**src/rtl/notch_tune_pkg.sv**
```systemverilog
// Shared types and helpers for the notch filter trim-code tuning sequencer.
// Latency: n/a (package only).
// Backpressure: n/a (package only).
//
// Contents:
//   state_t    - sequencer FSM state encoding
//   mid_code() - mid-scale trim code for a given code width
//   acc_width()- accumulator width that can hold 2^avg_log2 full-scale samples
package notch_tune_pkg;

    typedef enum logic [2:0] {
        IDLE   = 3'd0,
        APPLY  = 3'd1,
        SETTLE = 3'd2,
        REQ    = 3'd3,
        ACCUM  = 3'd4,
        EVAL   = 3'd5,
        FINISH = 3'd6
    } state_t;

    // Mid-scale code: only the MSB set.
    function automatic int mid_code(input int code_w);
        return 1 << (code_w - 1);
    endfunction

    // Summing 2^avg_log2 samples of mag_w bits needs avg_log2 extra bits.
    function automatic int acc_width(input int mag_w, input int avg_log2);
        return mag_w + avg_log2;
    endfunction

endpackage

```
**src/rtl/notch_mag_avg.sv**
```systemverilog
// Magnitude sample accumulator: sums 2^AVG_LOG2 detector samples and exposes their mean.
// Latency: a sample is absorbed on the clock it is valid; avg/last_sample reflect it one cycle later.
// Backpressure: none; every sample_vld cycle is consumed, clear has priority over a sample.
//
// Ports:
//   clk, rst     - clock, asynchronous active-high reset
//   clear        - zero the accumulator and sample count
//   sample_vld   - sample_dat is to be accumulated this cycle
//   sample_dat   - unsigned magnitude sample
//   last_sample  - all 2^AVG_LOG2 samples of the current code have been absorbed
//   avg          - accumulated sum >> AVG_LOG2 (truncated)
module notch_mag_avg
    import notch_tune_pkg::*;
#(
    parameter int MAG_W    = 12,
    parameter int AVG_LOG2 = 2
) (
    input  logic             clk,
    input  logic             rst,
    input  logic             clear,
    input  logic             sample_vld,
    input  logic [MAG_W-1:0] sample_dat,
    output logic             last_sample,
    output logic [MAG_W-1:0] avg
);

    localparam int ACC_W = acc_width(MAG_W, AVG_LOG2);
    // One extra bit so the count can reach 2^AVG_LOG2 itself (also keeps
    // the width non-zero when AVG_LOG2 = 0).
    localparam int CNT_W = AVG_LOG2 + 1;
    localparam logic [CNT_W-1:0] N_SAMP = CNT_W'(1) << AVG_LOG2;

    logic [ACC_W-1:0] acc;
    logic [CNT_W-1:0] cnt;

    always_ff @(posedge clk or posedge rst) begin
        if (rst) begin
            acc <= '0;
            cnt <= '0;
        end else if (clear) begin
            acc <= '0;
            cnt <= '0;
        end else if (sample_vld) begin
            acc <= acc + ACC_W'(sample_dat);
            cnt <= cnt + CNT_W'(1);
        end
    end

    // Counting accepted samples (rather than "samples still to go") means the
    // controller just asks "is the set complete?" after each accumulate.
    assign last_sample = (cnt == N_SAMP);

    // The sum of N samples shifted down by log2(N) always fits MAG_W bits.
    assign avg = MAG_W'(acc >> AVG_LOG2);

endmodule

```
**src/rtl/notch_tune_ctrl.sv**
```systemverilog
// Trim-code sweep sequencer for the active notch filter C1 capacitor bank; applies the deepest-notch code.
// Latency: per code 1 + SETTLE_CYC + 2*2^AVG_LOG2 + 1 cycles with zero-wait acks, plus 1 FINISH cycle.
// Backpressure: mag_req is held until mag_ack; start is ignored while busy; abort wins over every transition.
//
// Ports:
//   clk, rst            - clock, asynchronous active-high reset
//   start               - one-cycle pulse, starts a sweep from IDLE
//   abort               - level, ends a sweep and restores the pre-sweep best code
//   code_out, code_upd  - trim code to the capacitor bank and its change strobe
//   mag_req             - magnitude sample request, held until mag_ack
//   mag_ack, mag_data   - detector acknowledge with same-cycle sample
//   busy, done          - sweep in progress / best code applied (pulse)
//   best_code, best_mag - code with the lowest averaged magnitude and that magnitude
// Optional build macro NOTCH_TUNE_DEPTH_CHECK_EN adds depth_thr (in) and
// tune_fail (out): tune_fail flags a final best_mag above depth_thr.
module notch_tune_ctrl
    import notch_tune_pkg::*;
#(
    parameter int CODE_W     = 6,
    parameter int MAG_W      = 12,
    parameter int SETTLE_CYC = 64,
    parameter int AVG_LOG2   = 2
) (
    input  logic              clk,
    input  logic              rst,
    input  logic              start,
    input  logic              abort,
    output logic [CODE_W-1:0] code_out,
    output logic              code_upd,
    output logic              mag_req,
    input  logic              mag_ack,
    input  logic [MAG_W-1:0]  mag_data,
    output logic              busy,
    output logic              done,
    output logic [CODE_W-1:0] best_code,
    output logic [MAG_W-1:0]  best_mag
`ifdef NOTCH_TUNE_DEPTH_CHECK_EN
    ,
    input  logic [MAG_W-1:0]  depth_thr,
    output logic              tune_fail
`endif
);

    localparam logic [CODE_W-1:0] MID_CODE = CODE_W'(mid_code(CODE_W));
    // Wide enough to hold SETTLE_CYC-1 even when SETTLE_CYC = 1.
    localparam int SET_W = $clog2(SETTLE_CYC + 1);
    localparam logic [SET_W-1:0] SETTLE_LOAD = SET_W'(SETTLE_CYC - 1);

    state_t            state;
    logic [CODE_W-1:0] scan_code;    // code currently under test
    logic [CODE_W-1:0] shadow_code;  // best_code captured at start, restored on abort
    logic [SET_W-1:0]  settle_cnt;

    logic              avg_clear;
    logic              avg_vld;
    logic              avg_last;
    logic [MAG_W-1:0]  avg;
    logic              abort_hit;

    // abort only matters once a sweep is running.
    assign abort_hit = abort && (state != IDLE);

    // A sample counts only on a genuine handshake in REQ; a stray ack while
    // mag_req is low, or one coinciding with abort, is dropped.
    assign avg_vld   = (state == REQ) && mag_req && mag_ack && !abort_hit;
    assign avg_clear = ((state == IDLE) && start) || (state == EVAL);

    notch_mag_avg #(
        .MAG_W    (MAG_W),
        .AVG_LOG2 (AVG_LOG2)
    ) u_mag_avg (
        .clk         (clk),
        .rst         (rst),
        .clear       (avg_clear),
        .sample_vld  (avg_vld),
        .sample_dat  (mag_data),
        .last_sample (avg_last),
        .avg         (avg)
    );

    always_ff @(posedge clk or posedge rst) begin
        if (rst) begin
            state       <= IDLE;
            scan_code   <= '0;
            shadow_code <= MID_CODE;
            settle_cnt  <= '0;
            code_out    <= MID_CODE;
            code_upd    <= 1'b0;
            mag_req     <= 1'b0;
            busy        <= 1'b0;
            done        <= 1'b0;
            best_code   <= MID_CODE;
            best_mag    <= '1;
`ifdef NOTCH_TUNE_DEPTH_CHECK_EN
            tune_fail   <= 1'b0;
`endif
        end else begin
            // Strobes default low; the states below raise them for one cycle.
            code_upd <= 1'b0;
            done     <= 1'b0;

            if (abort_hit) begin
                // Return the bank to what it was before this sweep; the
                // partially swept results are not trusted.
                state    <= IDLE;
                busy     <= 1'b0;
                mag_req  <= 1'b0;
                code_out <= shadow_code;
                code_upd <= 1'b1;
            end else begin
                case (state)
                    IDLE: begin
                        if (start) begin
                            best_mag    <= '1;
                            scan_code   <= '0;
                            shadow_code <= best_code;
                            busy        <= 1'b1;
                            state       <= APPLY;
`ifdef NOTCH_TUNE_DEPTH_CHECK_EN
                            tune_fail   <= 1'b0;
`endif
                        end
                    end

                    APPLY: begin
                        code_out   <= scan_code;
                        code_upd   <= 1'b1;
                        settle_cnt <= SETTLE_LOAD;
                        state      <= SETTLE;
                    end

                    SETTLE: begin
                        // Counter loaded with SETTLE_CYC-1 and exits on 0,
                        // so exactly SETTLE_CYC cycles are spent here.
                        if (settle_cnt == '0) begin
                            mag_req <= 1'b1;
                            state   <= REQ;
                        end else begin
                            settle_cnt <= settle_cnt - SET_W'(1);
                        end
                    end

                    REQ: begin
                        if (mag_req && mag_ack) begin
                            mag_req <= 1'b0;
                            state   <= ACCUM;
                        end
                    end

                    ACCUM: begin
                        if (avg_last) begin
                            state <= EVAL;
                        end else begin
                            mag_req <= 1'b1;
                            state   <= REQ;
                        end
                    end

                    EVAL: begin
                        // Strict compare: on a tie the earlier (lower) code stays.
                        if (avg < best_mag) begin
                            best_mag  <= avg;
                            best_code <= scan_code;
                        end
                        if (scan_code == '1) begin
                            state <= FINISH;
                        end else begin
                            scan_code <= scan_code + CODE_W'(1);
                            state     <= APPLY;
                        end
                    end

                    FINISH: begin
                        code_out <= best_code;
                        code_upd <= 1'b1;
                        done     <= 1'b1;
                        busy     <= 1'b0;
                        state    <= IDLE;
`ifdef NOTCH_TUNE_DEPTH_CHECK_EN
                        // best_mag was settled by the last EVAL one cycle ago.
                        tune_fail <= (best_mag > depth_thr);
`endif
                    end

                    default: begin
                        state   <= IDLE;
                        busy    <= 1'b0;
                        mag_req <= 1'b0;
                    end
                endcase
            end
        end
    end

endmodule

```
**config.mk**
```make
export PLATFORM = sky130hd
export DESIGN_NAME = notch_tune_ctrl
export DESIGN_NICKNAME = d
export VERILOG_FILES = /design/src/rtl/notch_tune_pkg.sv /design/src/rtl/notch_mag_avg.sv /design/src/rtl/notch_tune_ctrl.sv
export SDC_FILE = /design/constraint.sdc
export NUM_CORES = 1
export LEC_CHECK = 0
export BUFFER_PORTS_ARGS = -buffer_cell sky130_fd_sc_hd__buf_2
export CORE_MARGIN = 1.5
export CORE_UTILIZATION = 45
export DETAILED_ROUTE_END_ITERATION = 12
export GPL_ROUTABILITY_DRIVEN = 0
export HOLD_SLACK_MARGIN = 0.03
export PLACE_DENSITY = 0.66
export SYNTH_ARGS = -nofsm -noshare
export SYNTH_HDL_FRONTEND = slang
export SYNTH_SLANG_ARGS = --single-unit
```
**constraint.sdc**
```tcl
create_clock -name clk -period 1.77 [get_ports clk]
set_input_delay 0.0885 -clock clk [delete_from_list [all_inputs] [get_ports clk]]
set_output_delay 0.0885 -clock clk [all_outputs]
set_load 0.01 [all_outputs]
```
==> impl_metrics.ini <==
[setup_path]
critPathMaxStageDelay_ps = 550
path_cells = inv_2, ha_4, a21oi_1, o21ai_1, a21oi_2, o211ai_4, buf_12, mux2_4
reg2regPathDepth = 8
timing.reg2reg.setup_slack_ps = -220
endpoint_kind = flip-flop
critPathRequiredTime_ps = 1990
slowest_stage = dfstp_2
critPathMaxFanout = 8
crit_type = flip-flop to flip-flop
arrival_ps = 2220
crit_start = best_mag[5]
r2r-end = best_code[3]
worstSetupStartpointType = flip-flop
r2r_start = best_mag[5]

[routing]
dr.pass1.iters = 4
viasPerCell = 5.60
vias = 3713
drt_drc_violations_left = 0
routedWlPerCell_um = 17.0
wl_mm = 11.2
drtIter0Drc = 128
antenna_left = 0

[min_path]
min_path_type = input pin to flip-flop
hold_start = mag_ack
hold_path_depth = 4
whs_endpoint = state[0]

[logic_synthesis]
avgSynthCellArea_um2 = 9.81
ys_warn_count = 0
async_flop_share_pct = 100
syn_area_mm2 = 0.00417
ys_seq_area_share_pct = 40.7
syn_inst = 425
synth_ff_type = dfrtp_1
synth_common_cells = 52 x dfrtp_1, 43 x nor2_1, 33 x nand2_1
synth_area_leaders = dfrtp_1 31%, dfstp_2 9.5%, ha_1 8.4%
yosysMostFrequentCell = dfrtp_1
synth_top_area_share_pct = 31.2
synth_nets = 471
yosysUniqueCellTypes = 64
synth_edf_count = 0
yosysTopAreaCell = dfrtp_1
ys_seq_elements = 67

[final_layout]
diodes = 0
area_growth_pct = 41.5
nets = 596
post-route-util_pct = 66.7
seq_area_mm2 = 0.00170
drive_gt1_share_pct = 46.8
fillers = 706
multiInputGateArea_mm2 = 0.00272

[clocking]
clk_latency_ps = 340
cts.reportedPaths.clkPinSlew_ps = 80
numCtsBuffers = 9
htree_levels = 3
cts_tree = done
cts.path.max_buffers = 2
cts_root_buf = clkbuf_8
clock_sinks = 67

[grt]
grtUsageTotal_pct = 23.2
grt_pass1_vias = 3829
antenna_found_initial = 0
grt_start_max_net_pins = 36
grt_pass1_wl_mm = 18.2
grt_overflow = 0

[timing]
period_needed_ps = 1990
fmax_mhz = 502
timing.final.crit_share_pct = 113
final_max_slew_viol_count = 0
tightest_slew_ps = 424
setup-tns-final_ps = -4160
skew_ps = 11.4
finalHoldViolations = 0
slew_headroom_pct = 71.7
setup_violations = 25
fin_ws_ps = -224
rsz0062_at_grt = yes

[placement]
post-dp-hpwl_mm = 7.55
place_ws_ps = -281
numPortBuffers = 44

[floorplanning]
start_util_pct = 47.1
io_pins = 45
die_y_um = 99.3
coreArea_mm2 = 0.00885
fp-row-count = 34
die_x_um = 99.3
dieArea_mm2 = 0.00985

[power_and_ir_drop]
ir_worst_vdd_mv = 0.553
pwr_density_cell_mw_per_mm2 = 980
total_power_mw = 5.78
leakagePower_nw = 2.89

[outcome]
run_status = complete, but fails checks
failed_checks = setup timing

[run]
max_cap_viol_count = 0
[worst max-delay path by stage]
stage / endpoint / slack, ps / cells past startpoint
after floorplan: best_code[0] / -200 / 7
after global placement: best_code[1] / -180 / 7
after detailed placement: best_mag[8] / -280 / 8
after CTS: best_code[3] / -220 / 8
after global routing: best_mag[8] / -290 / 9
final: best_code[3] / -220 / 8
[cell type report]
class | count | area share (%)
Sequential cell | 67 | 28.9
Tap cell | 108 | 2.29
Inverter | 27 | 1.72
Multi-Input combinational cell | 315 | 46.1
Clock buffer | 10 | 2.16
Timing Repair Buffer | 130 | 16.5
Clock inverter | 6 | 2.33
[cell families after synthesis]
logic type / Yosys count / synth area share [%]
simple gates: 136 / 16.4
fa+ha+maj: 29 / 8.88
buf+inv: 43 / 4.83
xor+xnor: 11 / 2.31
mux: 29 / 7.38
compound gates: 110 / 19.5
flops: 67 / 40.7
[layout by cell type, fill, tap and decap left out, types with 4 or more instances in the layout]
master	Yosys	routed
buf_2	5	44
ha_1	28	12
nor2_2	2	6
buf_12	0	6
a21oi_2	1	6
o21a_1	5	5
a21o_1	7	7
ha_4	0	13
mux2_4	0	5
nand2_1	33	29
xor2_1	4	4
a22oi_1	12	11
xnor2_1	7	7
dfrtp_1	52	45
nor2_1	43	39
o31ai_1	5	4
buf_4	5	75
nor2b_1	5	4
o21ai_1	0	4
nand3_1	14	14
nand2b_1	5	5
dfrtp_2	0	7
a211oi_2	1	4
inv_1	25	18
mux2_2	12	7
a21oi_1	22	15
inv_2	2	9
o21ai_0	26	18
o21ai_2	0	4
mux2i_1	15	14
nand4_1	6	6
and3_1	6	4
dfstp_2	15	15
clkbuf_8	0	9
bufinv_16	0	4
[metrics by stage]
| stage | instance area, um2 | hold WS (ps) | cells |
|---|---|---|---|
| after floorplan | 4240 | 254 | 425 |
| after global placement | 5120 | 30.7 | 636 |
| after detailed placement | 5120 | 39.4 | 636 |
| after CTS | 5710 | 56.0 | 658 |
| after global routing | 5900 | 112 | 663 |
| final | 5900 | 95.3 | 663 |
[sequential cells by signal, summed over array words and instances (netlist names)]
signal	cells
settle_cnt	7
code_out	6
done	1
scan_code	6
busy	1
best_code	6
shadow_code	6
u_mag_avg.acc	14
best_mag	12
u_mag_avg.cnt	3
code_upd	1
mag_req	1
state	3
[repair_timing]
| action | CTS | global route |
|---|---|---|
| hold buffers | 1 | 0 |
| resized for setup | 48 | 42 |
| setup endpoints to repair | 29 | 59 |
| pin swaps | 31 | 25 |
| cloned | 1 | 0 |
| buffers inserted | 4 | 6 |
| endpoints found under the hold margin | 39 | 0 |
[worst max-delay path: cells and delay by family (launching register included)]
kind                     cells  cell delay (ps)
multiplexers                 1              300
flip-flops                   1              550
buffers and inverters        2              220
adder cells (fa/ha/maj)      1              270
AO/OA/AOI/OAI                4              530
[where the power goes]
group | total (mW) | switching [mW] | internal, mW | leakage (nW)
Sequential | 1.85 | 0.166 | 1.68 | 0.836
Combinational | 2.22 | 1.19 | 1.03 | 1.93
Clock | 1.71 | 0.629 | 1.08 | 0.131
Total | 5.78 | 1.98 | 3.80 | 2.89
[routing by layer]
metal	part of all wire [%]	vias up	GRT usage, %	wire length (um)
li1	-	1780	-	-
met1	44	1834	30.0	5000
met2	51	82	40.1	5710
met3	3.1	17	3.02	351
met4	1.7	0	8.23	193
met5	0	-	0	0
Power figures use the tool's default switching activity.
